## src/rtl/turf_bus_to_axis.sv

```systemverilog
// Purpose: bridges one TURF register-bus access into a 2-word AXI4-stream request and waits for a 1-word response.
// Latency: en_i sampled at edge 0 -> word0 cycle 1, word1 cycle 2, response taken cycle 3, ack_o cycle 4 (no stalls).
// Backpressure: request words hold tvalid/tdata through any m_axis_tready stall; responses are only accepted in RESP.
// Optional: TURF_BUS_AXIS_TIMEOUT_EN adds a response timeout, a sticky timeout_o flag and a stale-response drop.
module turf_bus_to_axis #(
  parameter int          ADR_BITS       = 28,
  parameter int          TIMEOUT_CYCLES = 1024,
  parameter logic [31:0] TIMEOUT_DATA   = 32'hBADC0FFE
) (
  input  logic                aclk,
  input  logic                aresetn,
  input  logic                en_i,
  input  logic                wr_i,
  input  logic [ADR_BITS-1:0] adr_i,
  input  logic [31:0]         dat_i,
  output logic [31:0]         dat_o,
  output logic                ack_o,
  output logic [31:0]         m_axis_tdata,
  output logic                m_axis_tvalid,
  input  logic                m_axis_tready,
  input  logic [31:0]         s_axis_tdata,
  input  logic                s_axis_tvalid,
  output logic                s_axis_tready,
  output logic                timeout_o
);

  typedef enum logic [2:0] {
    IDLE    = 3'd0,
    REQ_ADR = 3'd1,
    REQ_DAT = 3'd2,
    RESP    = 3'd3,
    ACK     = 3'd4
  } state_t;

  state_t      state_q, state_d;
  logic [31:0] word0_q, word0_d;
  logic [31:0] word1_q, word1_d;
  logic [31:0] dat_q,   dat_d;
  logic [27:0] adr_ext;

`ifdef TURF_BUS_AXIS_TIMEOUT_EN
  localparam int CNT_W = (TIMEOUT_CYCLES > 1) ? $clog2(TIMEOUT_CYCLES) : 1;
  localparam logic [CNT_W-1:0] CNT_LAST = CNT_W'(TIMEOUT_CYCLES - 1);

  logic [CNT_W-1:0] cnt_q, cnt_d;
  logic             drop_q, drop_d;
  logic             tmo_q, tmo_d;
`else
  // Timeout configuration has no effect without the timeout feature.
  logic [31:0] unused_timeout_cfg;
  assign unused_timeout_cfg = TIMEOUT_DATA ^ 32'(TIMEOUT_CYCLES);
`endif

  // Next-state, request/response handshakes and ack generation.
  always_comb begin
    state_d       = state_q;
    word0_d       = word0_q;
    word1_d       = word1_q;
    dat_d         = dat_q;
    m_axis_tvalid = 1'b0;
    m_axis_tdata  = 32'h0;
    s_axis_tready = 1'b0;
    ack_o         = 1'b0;
    adr_ext       = '0;
    adr_ext[ADR_BITS-1:0] = adr_i;
`ifdef TURF_BUS_AXIS_TIMEOUT_EN
    cnt_d  = cnt_q;
    drop_d = drop_q;
    tmo_d  = tmo_q;
`endif

    case (state_q)
      IDLE: begin
        if (en_i) begin
          // Snapshot the bus so later changes cannot corrupt the frame.
          word0_d = {wr_i, 3'b000, adr_ext};
          word1_d = wr_i ? dat_i : 32'h0;
          state_d = REQ_ADR;
        end
      end
      REQ_ADR: begin
        m_axis_tvalid = 1'b1;
        m_axis_tdata  = word0_q;
        if (m_axis_tready) state_d = REQ_DAT;
      end
      REQ_DAT: begin
        m_axis_tvalid = 1'b1;
        m_axis_tdata  = word1_q;
        if (m_axis_tready) begin
          state_d = RESP;
`ifdef TURF_BUS_AXIS_TIMEOUT_EN
          cnt_d   = '0;
`endif
        end
      end
      RESP: begin
        s_axis_tready = 1'b1;
`ifdef TURF_BUS_AXIS_TIMEOUT_EN
        if (s_axis_tvalid && drop_q) begin
          // Late reply to a timed-out access: discard and keep waiting.
          drop_d = 1'b0;
          cnt_d  = '0;
        end else if (s_axis_tvalid) begin
          dat_d   = s_axis_tdata;
          state_d = ACK;
        end else if (cnt_q == CNT_LAST) begin
          dat_d   = TIMEOUT_DATA;
          tmo_d   = 1'b1;
          drop_d  = 1'b1;
          state_d = ACK;
        end else begin
          cnt_d = cnt_q + CNT_W'(1);
        end
`else
        if (s_axis_tvalid) begin
          dat_d   = s_axis_tdata;
          state_d = ACK;
        end
`endif
      end
      ACK: begin
        ack_o   = 1'b1;
        state_d = IDLE;
      end
      default: state_d = IDLE;
    endcase

`ifdef TURF_BUS_AXIS_TIMEOUT_EN
    // Outside RESP a pending stale reply is drained as soon as it shows up.
    if (drop_q && (state_q != RESP)) begin
      s_axis_tready = 1'b1;
      if (s_axis_tvalid) drop_d = 1'b0;
    end
`endif
  end

  // State and datapath registers.
  always_ff @(posedge aclk or negedge aresetn) begin
    if (!aresetn) begin
      state_q <= IDLE;
      word0_q <= 32'h0;
      word1_q <= 32'h0;
      dat_q   <= 32'h0;
    end else begin
      state_q <= state_d;
      word0_q <= word0_d;
      word1_q <= word1_d;
      dat_q   <= dat_d;
    end
  end

`ifdef TURF_BUS_AXIS_TIMEOUT_EN
  // Timeout counter, stale-reply drop flag and sticky timeout flag.
  always_ff @(posedge aclk or negedge aresetn) begin
    if (!aresetn) begin
      cnt_q  <= '0;
      drop_q <= 1'b0;
      tmo_q  <= 1'b0;
    end else begin
      cnt_q  <= cnt_d;
      drop_q <= drop_d;
      tmo_q  <= tmo_d;
    end
  end

  assign timeout_o = tmo_q;
`else
  assign timeout_o = 1'b0;
`endif

  assign dat_o = dat_q;

endmodule

```

## config.mk

```make
export PLATFORM = sky130hd
export DESIGN_NAME = turf_bus_to_axis
export DESIGN_NICKNAME = d
export VERILOG_FILES = /design/src/rtl/turf_bus_to_axis.sv
export SDC_FILE = /design/constraint.sdc
export NUM_CORES = 1
export LEC_CHECK = 0
export ABC_AREA = 0
export CORE_ASPECT_RATIO = 1.25
export CORE_MARGIN = 5
export CORE_UTILIZATION = 40
export DETAILED_ROUTE_END_ITERATION = 10
export GPL_TIMING_DRIVEN = 0
export PLACE_DENSITY = 0.75
export SYNTH_ARGS = -nofsm -noshare
export SYNTH_HDL_FRONTEND = slang
export SYNTH_SLANG_ARGS = --single-unit
```

## constraint.sdc

```tcl
create_clock -name aclk -period 3.9 [get_ports aclk]
set_clock_uncertainty 0.05 [all_clocks]
set_input_delay 0.39 -clock aclk [delete_from_list [all_inputs] [get_ports aclk]]
set_output_delay 0.39 -clock aclk [all_outputs]
set_load 0.05 [all_outputs]
```

==> results of run 1 <==
per-layer routing:
layer,track usage,routed length (um),vias up
li1,-,-,1449
met4,0.05405,165,0
met2,0.2864,5465,101
met3,0.06357,835,10
met1,0.1988,4393,1492
met5,0,0,-
sequential cells by signal (all words and copies together), names as in the netlist:
| name | cells |
|---|---|
| state_q | 3 |
| word1_q | 32 |
| dat_o | 32 |
| word0_q | 29 |
power groups by stage:
stage | Combinational [uW] | Sequential [uW] | Clock [uW]
after floorplan | 1880 | 2310 | 0
after global placement | 3500 | 1750 | 0
after detailed placement | 3550 | 1780 | 0
after CTS | 3570 | 1770 | 876
after global routing | 3710 | 1830 | 926
final | 3520 | 1770 | 855
path summary, 6_finish.rpt:
path	to	slack [ns]	startpoint	depth (start not counted)
setup / recovery	m_axis_tdata[3]	0.88	state_q[0]	5
hold / removal	word0_q[14]	0.04	aresetn	1
setup reg to reg	word0_q[21]	2.26	state_q[0]	5
hold reg to reg	dat_o[25]	0.45	dat_o[25]	1
max in group asynchronous	dat_o[19]	3.11	aresetn	2
min in group aclk	word1_q[17]	0.39	wr_i	3
placed cells by master, fill, tap and decap left out, types with 2 or more instances in the layout:
cell,count
a22o_1,30
and2_1,4
buf_12,3
buf_2,9
buf_4,4
buf_6,5
clkbuf_1,5
clkbuf_16,9
clkbuf_8,3
clkdlybuf4s50_1,162
clkinvlp_4,2
dfrtp_1,96
inv_1,33
mux2_1,5
mux2_2,29
mux2_4,28
mux2i_1,33
nand2_1,32
nor3b_1,2
kinds of logic (layout without fill, tap and decap cells):
logic type,Yosys count,count (layout),synth area share
other,1,1,0.0008553
flip-flops,96,96,0.5479
multiplexers,95,95,0.2586
AND/OR/NAND/NOR,45,45,0.05565
buffers and inverters,57,237,0.07363
AO/OA/AOI/OAI,32,32,0.06335
critical path: cells and delay by family (launching register included):
family / cells / cell delay, ns
DFF: 1 / 0.36
buffers and inverters: 3 / 1.35
and+or+nand+nor: 1 / 0.35
AOI/OAI and AO/OA: 1 / 0.17
metrics by stage:
step	setup WS, ns	TNS, ns	utilization
CTS	0.8327	0	0.6093
finish	0.8846	0	0.6093
global placement	-1.185	-113.01	0.5794
floorplan	1.781	0	-
global route	0.7292	0	0.6093
detailed placement	1.205	0	0.5818
final cells by class:
| class | count | share of cell area |
|---|---|---|
| timing repair buffer | 164 | 0.2549 |
| buffer | 24 | 0.03061 |
| clock buffer | 13 | 0.04158 |
| sequential | 96 | 0.3696 |
| tap | 132 | 0.02541 |
| multi-input combinational | 173 | 0.2552 |
| inverter | 33 | 0.01906 |
| clock inverter | 3 | 0.003657 |
==> metrics.txt, run 1 <==
status=complete, no violations; Final Wtd Congestion=0.7605; hpwl dp=8247 um; CTS buffer count=9; CTS Root Cell=clkbuf_16; final hold violation count=0; Synth area leader=dfrtp_1; Main synth FF type=dfrtp_1; maximum vdd drop=521.7 uV; routed length per instance=17.02 um; Critical Path Max Stage Delay=0.85 ns; final worst path period need=3.015 ns; post-synth top area share=0.5479; Reg clk slew, reported paths=0.06 ns; pwr dens=944.3 mW/mm2; total global routing overflow=0; CTS Hold Bufs=0; area grow syn2layout=48.26%; core region area=0.01067 mm2; top cells by area, synth=dfrtp_1, mux2_4, mux2i_1, mux2_2, a22o_1; H-tree levels=3; CP Capture Type=primary output; vias in the first global route=3,474; CP Class=reg2out; Worst EP arrival=2.58 ns; Clock power frac=0.139; post-CTS sizing=0; Gate power share=0.573; Post-synth EDFFs=0; Power Total=6138 uW; diode count=0; fin nets=599; period utilisation layout=0.7732; multi-input logic area=0.001659 mm2; Die Y=127.1 um; Post-CTS Setup Inserts=0; Pins Over Slew Limit=0; sequential fraction of the synthesis area=0.5479; initial antenna violation count=0; Final Instance Area=0.006500 mm2; placed insts=622; ANT nets after route=0; Psw=2677 uW; synthesized instance count=326; setup violators final=0; switch share=0.4361; vias per inst=4.784; CP Launch Type=register; vias=3,052; Crit Path Max Fanout=10; Die ar.=0.01317 mm2; ys async rst share=1.000; Post-Syn Area=0.004384 mm2; number of fillers in the final layout=872; worst slew pin tran=0.6633 ns; row cnt=42; FF/Latch Area=0.002402 mm2; most frequent cells after synthesis=dfrtp_1, inv_1, mux2i_1; worst path required time=3.46 ns; CTS tree=built; Yosys reg bits=96; Max Fclk=0.3316 GHz; RSZ-0062 raised after global routing=false; library cells used by synthesis=25; Mean Syn Cell Area=13.45 um2; Flop pwr share=0.288; first-pass GRT wire length=17,990 um; Routed WL=10,860 um; initial core utilization=0.4110; initial DRC count=74; layout cells sized above 1=0.1957; Cell Chain, Critical Path=buf_4 -> nor3b_2 -> buf_2 -> a22o_1 -> clkdlybuf4s50_1; Max-cap violations=0; clock sink total=96; count leader, synth=dfrtp_1; post-synthesis net count=424; Hold Crit Class=in2async; Pint=3461 uW; CTS max path bufs=2; Port Buffers=163; # DRC=0; Fin Hold WS=0.03562 ns; largest net degree at the start of global routing=52; Worst slew margin=0.5578; first-pass iteration count of the detailed router=4; YS warnings=0; die extent in x=103.6 um; Ports=166; worst-skew pair later-pin latency=0.33 ns; area post-placement=0.006206 mm2; P_leak=0.002866 uW; Critical-path top delay cell=clkdlybuf4s50_1; fin cells=638; GRT Util Overall=0.1691
(Power assumes the default switching activity.)
==> run 2, diff against run 1 <==
PLACE_DENSITY = 0.78   (was 0.75)
clock period = 2.56 ns   (was 3.9 ns; I/O delays follow)
==> metrics.txt, run 2 (same netlist as run 1, synthesis figures left out) <==
RSZ-0062 raised after global routing=false; final hold violation count=0; Psw=4073 uW; fin cells=639; CTS Root Cell=clkbuf_16; pwr dens=1442 mW/mm2; P_leak=0.002916 uW; worst slew pin tran=0.6601 ns; layout cells sized above 1=0.2584; Ports=166; vias=3,086; most frequent cells in the layout=clkdlybuf4s50_1, dfrtp_1, inv_1, mux2i_1, nand2_1; Crit Path Max Fanout=10; total global routing overflow=0; Flop pwr share=0.285; area post-placement=0.006206 mm2; pre-CTS setup slack=-0.04257 ns; Die ar.=0.01317 mm2; FF-to-FF End=word0_q[23]; initial antenna violation count=0; r2r startpoint=state_q[0]; CP Launch Type=register; Hold Crit Class=in2reg; Routed WL=10,840 um; Final Worst Setup Slack=0.1360 ns; Crit. Startpoint=state_q[1]; diode count=0; row cnt=42; core region area=0.01067 mm2; first-pass GRT wire length=17,760 um; fin util=0.6115; placed insts=622; GRT Util Overall=0.1665; commonest non-fill, non-tap cell in the layout=clkdlybuf4s50_1; Cell Chain, Critical Path=buf_4 -> nor3b_1 -> buf_2 -> or2_2 -> clkdlybuf4s15_1; H-tree levels=3; Final Wtd Congestion=0.7675; die extent in x=103.6 um; switch share=0.4330; Port Buffers=163; Critical Path Max Stage Delay=0.49 ns; hpwl dp=8145 um; Reg clk slew, reported paths=0.06 ns; CP Class=reg2out; # DRC=0; Fin Hold WS=0.2795 ns; worst-skew pair later-pin latency=0.33 ns; worst path required time=2.25 ns; Gate power share=0.555; setup violators final=0; first-pass iteration count of the detailed router=4; Critical-path top delay cell=clkdlybuf4s15_1; Worst Hold End=word1_q[18]; routed length per instance=16.97 um; R2R depth=5; Pint=5333 uW; Hold Crit Depth=3; Die Y=127.1 um; clock sink total=96; Final Instance Area=0.006524 mm2; vias per inst=4.829; final worst path period need=2.424 ns; number of fillers in the final layout=831; Max-cap violations=0; Worst slew margin=0.5599; CTS buffer count=9; initial DRC count=62; fin nets=600; Max Fclk=0.4125 GHz; maximum vdd drop=829.2 uV; period utilisation layout=0.9469; CP Capture Type=primary output; Clock power frac=0.160; Worst EP arrival=2.12 ns; vias in the first global route=3,430; worst hold start=wr_i; ANT nets after route=0; initial core utilization=0.4110; largest net degree at the start of global routing=51; CTS tree=built; Pins Over Slew Limit=0; status=complete, no violations; r2r setup slk=0.92 ns; CTS max path bufs=2; area grow syn2layout=48.80%
[run 2: metrics by stage]
stage                     total power, uW  setup TNS, ns
after floorplan                      6393              0
after global placement               8003        -224.39
after detailed placement             8113        -0.3384
after CTS                            9551              0
after global routing                 9903              0
final                                9406              0
[run 2: worst max-delay path, delay by kind of cell (launching register included)]
family	cells	cell delay, ns
buffers and inverters	3	0.97
and+or+nand+nor	2	0.45
DFF	1	0.36
[run 2: timing repair]
action                                  CTS  global route
hold buffers                              1             0
endpoints found under the setup margin   33            32
gates resized for setup                  84            15
endpoints found under the hold margin    49             0
setup buffers                             0             0
[run 2: worst max-delay path by stage]
stage,cells after the start,slack (ns),endpoint
2_1_floorplan,2,0.58,ack_o
3_3_place_gp,1,-2.35,dat_o[8]
3_5_place_dp,5,-0.04,m_axis_tdata[5]
4_1_cts,5,0.004,m_axis_tdata[15]
5_1_grt,5,0.0007,m_axis_tvalid
6_report,5,0.14,m_axis_tvalid
[run 2: power groups by stage]
stage / clock network [uW] / registers, uW / logic [uW]
6_report: 1500 / 2680 / 5220
3_3_place_gp: 0 / 2670 / 5340
2_1_floorplan: 0 / 3530 / 2870
3_5_place_dp: 0 / 2710 / 5410
5_1_grt: 1610 / 2790 / 5500
4_1_cts: 1540 / 2680 / 5320
[run 2: metal layers]
metal | track usage | vias to the layer above | routed length (um)
met4 | 0.05097 | 0 | 138
met1 | 0.2005 | 1516 | 4468
li1 | - | 1454 | -
met3 | 0.05298 | 9 | 768
met5 | 0 | - | 0
met2 | 0.2849 | 107 | 5467
[run 2: area by class of cell]
cell class | count | area (um2) | share of cell area
Timing Repair Buffer | 165 | 1632 | 0.2501
Multi-Input combinational cell | 173 | 1665 | 0.2553
Tap cell | 132 | 165.2 | 0.02532
Buffer | 24 | 198.9 | 0.03049
Sequential cell | 96 | 2402 | 0.3682
Inverter | 33 | 123.9 | 0.01899
Clock buffer | 10 | 229.0 | 0.03510
Clock inverter | 6 | 107.6 | 0.01649
